**config.mk**
```make
export PLATFORM = sky130hd
export DESIGN_NAME = div_result_bcd
export DESIGN_NICKNAME = d
export VERILOG_FILES = /design/src/rtl/div_pkg.sv /design/src/rtl/bcd_add3.sv /design/src/rtl/div_result_bcd.sv
export SDC_FILE = /design/constraint.sdc
export NUM_CORES = 1
export LEC_CHECK = 0
export ABC_AREA = 1
export CORE_MARGIN = 8
export CORE_UTILIZATION = 53
export CTS_CLUSTER_SIZE = 28
export DETAILED_ROUTE_END_ITERATION = 16
export GPL_ROUTABILITY_DRIVEN = 0
export PLACE_DENSITY = 0.81
export REMOVE_ABC_BUFFERS = 1
export SETUP_SLACK_MARGIN = 0.02
export SYNTH_ARGS = -nofsm -noshare
export SYNTH_HDL_FRONTEND = slang
export SYNTH_HIERARCHICAL = 1
export SYNTH_SLANG_ARGS = --single-unit
```
**constraint.sdc**
```tcl
create_clock -name clk -period 1.6 [get_ports clk]
set_input_delay 0.32 -clock clk [delete_from_list [all_inputs] [get_ports clk]]
set_output_delay 0.32 -clock clk [all_outputs]
set_load 0.05 [all_outputs]
```
**src/rtl/div_pkg.sv**
```systemverilog
// Shared types and constants for the divider-result BCD conversion slice.
// Latency: none (package only).
// Backpressure: none (package only).
package div_pkg;

  // Conversion controller states
  typedef enum logic [1:0] {
    IDLE  = 2'd0,
    SHIFT = 2'd1,
    DONE  = 2'd2
  } state_t;

  // Default quotient width; the remainder is one bit wider
  localparam int DEF_N = 4;

  // Default BCD digits per output field; 10^DIGITS must exceed 2^(N+1)-1
  localparam int DEF_DIGITS = 2;

  // Double-dabble correction threshold: digits at or above this get +3
  localparam logic [3:0] ADD3_THRESH = 4'd5;

endpackage

```
**src/rtl/bcd_add3.sv**
```systemverilog
// Double-dabble digit correction: adds 3 to a BCD digit that is 5 or more.
// Latency: purely combinational.
// Backpressure: none.
module bcd_add3
  import div_pkg::*;
(
  input  logic [3:0] digit_i,
  output logic [3:0] digit_o
);

  // A digit >= 5 would overflow past 9 after the next left shift
  assign digit_o = (digit_i >= ADD3_THRESH) ? (digit_i + 4'd3) : digit_i;

endmodule

```
**src/rtl/div_result_bcd.sv**
```systemverilog
// Converts an unsigned divider quotient/remainder pair to packed BCD via double-dabble.
// Latency: out_valid first high N+1 cycles after the accept edge (5 for N=4).
// Backpressure: in_ready only in IDLE; result held in DONE until out_ready, no bypass.
module div_result_bcd
  import div_pkg::*;
#(
  parameter int N      = DEF_N,
  parameter int DIGITS = DEF_DIGITS
) (
  input  logic                clk,
  input  logic                rst,
  input  logic                in_valid,
  output logic                in_ready,
  input  logic [N-1:0]        quotient,
  input  logic [N:0]          remainder,
  output logic                out_valid,
  input  logic                out_ready,
  output logic [4*DIGITS-1:0] q_bcd,
  output logic [4*DIGITS-1:0] r_bcd
);

  localparam int BW = 4 * DIGITS;
  localparam int CW = $clog2(N + 2);

  state_t          state_q, state_d;
  logic [CW-1:0]   cnt_q, cnt_d;
  logic [N:0]      q_op_q, q_op_d;
  logic [N:0]      r_op_q, r_op_d;
  logic [BW-1:0]   q_acc_q, q_acc_d;
  logic [BW-1:0]   r_acc_q, r_acc_d;
  logic [BW-1:0]   q_adj, r_adj;

  // Per-digit add-3 correction on both accumulators
  for (genvar g = 0; g < DIGITS; g++) begin : g_digit
    bcd_add3 u_q_add3 (
      .digit_i (q_acc_q[4*g +: 4]),
      .digit_o (q_adj[4*g +: 4])
    );
    bcd_add3 u_r_add3 (
      .digit_i (r_acc_q[4*g +: 4]),
      .digit_o (r_adj[4*g +: 4])
    );
  end

  // The top accumulator bit is shifted out every step; with a legal DIGITS it is always 0
  logic unused_top_bits;
  assign unused_top_bits = q_adj[BW-1] ^ r_adj[BW-1];

  // Next-state and datapath: accept, shift-and-correct, hold for consumer
  always_comb begin
    state_d = state_q;
    cnt_d   = cnt_q;
    q_op_d  = q_op_q;
    r_op_d  = r_op_q;
    q_acc_d = q_acc_q;
    r_acc_d = r_acc_q;
    case (state_q)
      IDLE: begin
        if (in_valid) begin
          q_op_d  = {1'b0, quotient};
          r_op_d  = remainder;
          q_acc_d = '0;
          r_acc_d = '0;
          cnt_d   = CW'(N + 1);
          state_d = SHIFT;
        end
      end
      SHIFT: begin
        q_acc_d = {q_adj[BW-2:0], q_op_q[N]};
        r_acc_d = {r_adj[BW-2:0], r_op_q[N]};
        q_op_d  = {q_op_q[N-1:0], 1'b0};
        r_op_d  = {r_op_q[N-1:0], 1'b0};
        cnt_d   = cnt_q - CW'(1);
        if (cnt_q == CW'(1)) begin
          state_d = DONE;
        end
      end
      DONE: begin
        if (out_ready) begin
          state_d = IDLE;
        end
      end
      default: begin
        state_d = IDLE;
      end
    endcase
  end

  // All state lives here; synchronous reset wins over any handshake
  always_ff @(posedge clk) begin
    if (rst) begin
      state_q <= IDLE;
      cnt_q   <= '0;
      q_op_q  <= '0;
      r_op_q  <= '0;
      q_acc_q <= '0;
      r_acc_q <= '0;
    end else begin
      state_q <= state_d;
      cnt_q   <= cnt_d;
      q_op_q  <= q_op_d;
      r_op_q  <= r_op_d;
      q_acc_q <= q_acc_d;
      r_acc_q <= r_acc_d;
    end
  end

  assign in_ready  = (state_q == IDLE);
  assign out_valid = (state_q == DONE);
  assign q_bcd     = q_acc_q;
  assign r_bcd     = r_acc_q;

endmodule

```
# == Word level (Yosys, flattened, before mapping) ==
# Cells that the tools add are included.
# totals
regBits,31
inputBits,13
output_inout_bits,18
elab_cells,42
# classes
add_sub_neg,5
n_lt_le_gt_ge,4
eq_ne,6
muxes,17
reduce_logical,4
# op_table
op,n
case mux 8 bit (2 select lines),2
case mux 5 bit (2 select lines),2
>= comparator 4 x 3 -> 1 bit (second input constant),4
2-to-1 mux 5 bit,2
2-to-1 mux 3 bit,3
adder 4 x 2 -> 4 bit (second input constant),2
2-to-1 mux 4 bit,2
2-to-1 mux 8 bit,1
adder 3 x 2 -> 3 bit (second input constant),2
2-to-1 mux 2 bit,3
case mux 2 bit (3 select lines),1
case mux 3 bit (2 select lines),1
!= test 2 bit (second input constant),2
== test 3 x 1 -> 1 bit (second input constant),1
AND reduction 3 bit,1
subtractor 3 x 1 -> 3 bit (second input constant),1
== test 2 x 1 -> 1 bit (second input constant),1
== test 2 bit (second input constant),1
logical NOT 2 bit,1
!= test 2 x 1 -> 1 bit (second input constant),1
AND reduction 2 bit,1
nonzero test 2 bit,1

# == Logic depth before layout (Yosys ltp) ==
# logic_depth
depth_word,3
ltp_mapped,9
mapped_depth_nobuf,9

# == Modules after synthesis ==
# The synthesis kept the hierarchy.
# modules_own_cells
mod,n_inst,cells_each,area_each_um2,seq_area_each_um2
div_result_bcd,1,180,1320.0,620.6
bcd_add3,4,23,135.1,0.0

# == Least setup slack after synthesis ==
# OpenSTA, ideal clock, no wires.
# synth_timing
path_type,reg-to-reg
from,"register q_acc_q[1], in the netlist q_bcd[1]"
to,"register q_acc_q[2], in the netlist q_bcd[2]"
setup_ps,70
t_arrival_ps,1566
required_time_ps,1530
slack_ps,-37
stages_incl_launch_ff,10
n_path_buf,0
cell_sequence,dfxtp_1 > inv_1 > ha_1 > nand2_1 > nand2_2 > nor2_4 > nand2_1 > o21ai_2 > nand2_1 > a21oi_1
# synth_between
elab_chain_cells,3
elab_cells_between_ends,4
cone_classes,add/sub (1); order compare (1); mux (2)
# synth_rtl
element,line_no,text
start: declaration,div_result_bcd.sv:29,"logic [BW-1:0] q_acc_q, q_acc_d;"
start signal: assignment,div_result_bcd.sv:103,q_acc_q <= q_acc_d;
adder 4 x 2 -> 4 bit / >= comparator 4 x 3 -> 1 bit (equally long branches),bcd_add3.sv:12,assign digit_o = (digit_i >= ADD3_THRESH) ? (digit_i + 4'd3) : digit_i;
2-to-1 mux 4 bit *,bcd_add3.sv:12,
net q_adj[1],div_result_bcd.sv:31,"logic [BW-1:0] q_adj, r_adj;"
case mux 8 bit (2 select lines) *,div_result_bcd.sv:57,case (state_q)
# Mark *: on every way through the listed nets, which the timed path passes. The rest lies on a longest branch.
# A chain may end at the register's enable or synchronous reset.

# == Worst setup path after layout ==
# layout_timing
from,register state_q[1]
to,output out_valid
# layout_between
elab_chain_cells,1
# layout_rtl
element,line_no,text
start: declaration,div_result_bcd.sv:25,"state_t state_q, state_d;"
start signal: assignment,div_result_bcd.sv:99,state_q <= state_d;
== test 2 bit,div_result_bcd.sv:109,assign out_valid = (state_q == DONE);
end: declaration,div_result_bcd.sv:16,"output logic out_valid,"
# No other way between the ends.

==> results.md <==
| Item | Value | Unit |
|:---|:---|:---|
| Outcome | finished, final reports clean | - |
| Setup WS post-layout | 107 | ps |
| Initial Util | 54.6 | % |
| Port Buffer Count | 30 | - |
| Critical Path Fanout Max | 4 | - |
| Area of the die | 5540 | µm² |
| Hold-fix buffer count after cts | 0 | - |
| Number of antenna violations at the first check in global routing | 0 | - |
| Vertical die dimension | 74.4 | µm |
| Routed len/inst | 11.8 | µm |
| Depth of the CTS H-tree | 2 | - |
| Post-layout net count | 319 | - |
| Length of the first detailed-routing pass in iterations | 5 | - |
| Fin Setup TNS | 0 | ps |
| First-pass GRT wire length | 7.05 | mm |
| Vias in the first global route | 1,625 | - |
| Top-level I/O count | 31 | - |
| Initial DRC Count | 119 | - |
| Clock transition at path regs | 100 | ps |
| Post-detailed-route DRC marker count | 0 | - |
| Leakage | 0.980 | nW |
| Clock tree from TritonCTS | yes | - |
| Arrival time of data at the critical path endpoint | 1170 | ps |
| Total length of routed wires | 4.06 | mm |
| Leftover overflow at the end of global routing | 0 | - |
| Cell area reported after detailed placement | 2340 | µm² |
| Post-synthesis cell count | 262 | - |
| Max-slew violations | 0 | - |
| Fin crit period | 1490 | ps |
| Total routing usage reported by global routing | 15.9 | % |
| Sequence of cells on the critical path | inv_2 > nor2_1 > buf_12 | - |
| Cell area after layout | 2430 | µm² |
| Maxcap violations | 0 | - |
| Count of final setup violators | 0 | - |
| Area growth syn-to-layout | 34.5 | % |
| Ratio of cells with drive above 1 in the final layout | 20.9 | % |
| Worst path top cell family by delay | flip-flops | - |
| Total power density per cell area | 718 | nW/µm² |
| Number of cells in the design after placement | 335 | - |
| Final non-filler cell total | 343 | - |
| Crit end category | output port | - |
| Largest clock skew in the final design | 4.56 | ps |
| Type of the tightest min-delay check | reg -> reg | - |
| Maximum clock frequency | 670 | MHz |
| Crit Path Category | reg -> out | - |
| WP buf/inv | 2 | - |
| Cell Area, Synth | 1810 | µm² |
| Antenna viol nets, final | 0 | - |
| Commonest cells after routing, fill and taps aside | 57 x sky130_fd_sc_hd__nand2_1, 37 x sky130_fd_sc_hd__nand3_1, 34 x sky130_fd_sc_hd__nor2_1, 30 x sky130_fd_sc_hd__dfxtp_1, 25 x sky130_fd_sc_hd__inv_1 | - |
| Worst slew slack as a fraction of its limit | 79.2 | % |
| Number of placement rows | 21 | - |
| Total inserted antenna cells | 0 | - |
| Req. time, crit path | 1280 | ps |
| Longest Clk Path Bufs | 2 | - |
| Max stage delay on crit path | 420 | ps |
| Sink count of the clock tree | 31 | - |
| Final-layout worst hold slack | 469 | ps |
| CTS Root Buffer Type | sky130_fd_sc_hd__clkbuf_4 | - |
| Area of the core region | 3310 | µm² |
| Pre-CTS worst setup slack | 126 | ps |
| Average via count per standard cell | 5.11 | - |
| Synthesis Warnings | 6 | - |
| Number of vias after detailed routing | 1,754 | - |
| Clk Latency, worst-skew pair | 320 | ps |
| Worst ir drop on vdd | 0.000601 | V |
| Maximum number of pins on one net before global-route repair | 27 | - |
| Syn_area_per_cell | 6.90 | µm² |
| Number of buffers created by CTS | 5 | - |
| End-of-flow core utilization | 73.5 | % |
| Most common cell after layout, fill and taps aside | sky130_fd_sc_hd__nand2_1 | - |
| Final hold violation count | 0 | - |
| HPWL Detailed | 3.04 | mm |
| Fin crit share | 93.3 | % |
| Slew at the pin closest to its max-slew limit | 312 | ps |
| Number of inserted filler cells in the final layout | 290 | - |
| RSZ-0062 raised after global routing | no | - |
| Total power after layout | 1.75 | mW |
| Die boundary width | 74.4 | µm |
| Slowest cell on the critical path | sky130_fd_sc_hd__dfxtp_1 | - |
| Critical path startpoint category | register | - |
==> sequential cells by signal, indices dropped and copies added (netlist names) <==
register and flops:
q_bcd 8, r_bcd 8, q_op_q 5, r_op_q 5, cnt_q 3, state_q 2
==> path summary, 6_finish.rpt <==
kind	cells past startpoint	slack, ps	from	end
setup / recovery	3	110	state_q[1]	out_valid
hold / removal	2	470	r_op_q[4]	r_bcd[0]
setup reg to reg	9	190	r_bcd[1]	r_bcd[2]
hold reg to reg	2	470	r_op_q[4]	r_bcd[0]
==> metal layers <==
metal	global-route usage [%]	up-vias	share of wire (%)
met5	0	-	0
met1	17.8	800	43
met4	5.43	0	0.76
met3	5.12	4	5.9
met2	27.4	53	50
li1	-	897	-
==> power by group <==
group          internal (mW)  switching [mW]  total (mW)
clock                  0.369           0.268       0.637
sequential             0.801          0.0212       0.822
combinational          0.121           0.166       0.288
total                   1.29           0.456        1.75
==> repair_timing <==
item                                    in CTS  in global routing
endpoints found under the hold margin        0                  0
gates resized for setup                      0                  1
endpoints found under the setup margin       0                  1
buffers inserted                             0                  0
==> worst register-to-register path: stages, from the launching register on <==
cell	delay (ps)
sky130_fd_sc_hd__dfxtp_1	450
sky130_fd_sc_hd__inv_1	110
sky130_fd_sc_hd__ha_1	180
sky130_fd_sc_hd__nand2_1	70
sky130_fd_sc_hd__nand2_2	70
sky130_fd_sc_hd__nor2_4	140
sky130_fd_sc_hd__nand2_1	80
sky130_fd_sc_hd__o21ai_2	60
sky130_fd_sc_hd__nand2_1	70
sky130_fd_sc_hd__a21oi_1	130
==> layout make-up <==
type | instances | area [µm²] | share of cell area, %
flip-flops and latches | 31 | 622 | 25.6
clock inverters | 2 | 35.0 | 1.44
well taps | 46 | 57.6 | 2.37
clock buffers | 6 | 51.3 | 2.11
inverters | 30 | 113 | 4.63
repair buffers | 38 | 553 | 22.7
multi-input cells | 190 | 1000 | 41.2
Power figures use the tool's default switching activity.
==> patch (same settings) <==
`DEF_DIGITS`: 2 -> 1.
--- a/src/rtl/div_pkg.sv
+++ b/src/rtl/div_pkg.sv
@@ -14,7 +14,7 @@
   localparam int DEF_N = 4;
 
   // Default BCD digits per output field; 10^DIGITS must exceed 2^(N+1)-1
-  localparam int DEF_DIGITS = 2;
+  localparam int DEF_DIGITS = 1;
 
   // Double-dabble correction threshold: digits at or above this get +3
   localparam logic [3:0] ADD3_THRESH = 4'd5;
Ports: changed (resized q_bcd and r_bcd); port bits go from 31 to 23. The function was not compared with the original's and may differ.
==> patch against the unedited design <==
  * First-iteration DRC count down 75%
  * Via count down 34%
  * Power down 36%
  * Routed wire length down 35%
  * Area after synthesis down 32%
  * Worst setup slack better by 2.6 ps
  * Die area down 25%
  * Global-route usage down 3.0 points
  * Design area down 34%
  * Non-clock buffer count down 13
  * Sequential cell count down 8
  * Sequential power down 24%
  * Critical path type unchanged
  * Largest power group unchanged
==> patch: results <==
[pwr]
leakage_nw = 0.680
ir_worst_vdd_mv = 0.464

[hold_path]
hold_end = "r_bcd[0]$_SDFFE_PP0P_"
hold_class = "reg -> reg"
hp-start = "r_op_q[4]$_SDFFE_PP0P_"
hold_depth = 2

[timing]
finClkSkew_ps = 2.77
relSlewSlack_pct = 73.2
slew_violations = 0

[finish]
antenna_cells = 0
inv_count = 22
nMultiInputCombCells = 125
sh_seq_area_pct = 28.9
n_fill_cell = 184
multiInputGateArea_um2 = 649
layout-drive-gt1-share_pct = 17.1
n_all_buffers = 25
reg.largest.list = "q_op_q (5), r_op_q (5)"
final_nets = 219
layout.nonclk_buf_share_pct = 21.4
multi_input_area_share_pct = 40.6
stdcell_count = 227
clock_area_share_pct = 1.72

[placed_design]
place_inst = 223
place_area_mm2 = 0.00157
hpwl_um = 2000
io_buffers = 22

[clock_network]
ctsResizeCount = 0
postCtsSetupBuffers = 0
cts.sinks = 23
clkLatencyLatePin_ps = 300
h-tree-depth = 1
cts_buffer_depth = 2
clkTransAtPathRegs_ps = 120
ctsRootBufferMaster = "clkbuf_4"
ctsHoldBuffers = 0
numCtsBuffers = 3

[drt]
dr.pass1.iters = 4
route.vias.total = 1155
avgRoutedWirePerCell_um = 11.7
drtIter0Drc = 30

[run_status]
run_status = "complete, no violations"

[critical_path]
cpLargestDelayFamily = "flip-flops"
path_max_fanout = 4
r2r_start = "q_bcd[1]$_SDFFE_PP0P_"
cpPeakStageDelay_ps = 430
reg2reg_to = "q_bcd[2]$_SDFFE_PP0P_"
startpoint = "state_q[1]$_SDFFE_PP0P_"
crit_end = "out_valid"
rr_worst_depth = 9

[global_route]
grt_pass1_vias = 1126
antenna_found_initial = 0
grt_pass1_wl_um = 4610
grt.total_usage_pct = 12.9
grt_max_degree = 24

[job]
drv_cap = 0

[logic_synthesis]
post_synth.cell_area_avg_um2 = 6.95
yosysWarningCount = 6
==> patch: worst min-delay path: stages, from the launching register on <==
cell     delay [ps]
dfxtp_1         330
nand2_1          60
a21oi_1          50
==> patch: metrics by stage <==
step                worst slack (ps)  hold WS, ps  utilization, %
floorplan                       -121          389               -
global placement                 195          451            71.0
detailed placement               127          465            71.0
CTS                             88.2          478            72.2
global route                    34.0          489            72.3
finish                           110          476            72.3
==> patch: where the power goes <==
| group | leakage (nW) | switching (mW) | internal (mW) |
|---|---|---|---|
| sequential | 0.188 | 0.0197 | 0.602 |
| combinational | 0.474 | 0.136 | 0.0969 |
| clock | 0.0177 | 0.164 | 0.0930 |
| total | 0.680 | 0.320 | 0.792 |
==> patch: metal layers <==
| metal | global-route usage, % | vias to the layer above | share of wire [%] |
|---|---|---|---|
| li1 | - | 605 | - |
| met1 | 14.2 | 525 | 45 |
| met2 | 23.7 | 23 | 50 |
| met3 | 3.14 | 2 | 4.4 |
| met4 | 3.81 | 0 | 0.60 |
| met5 | 0 | - | 0 |
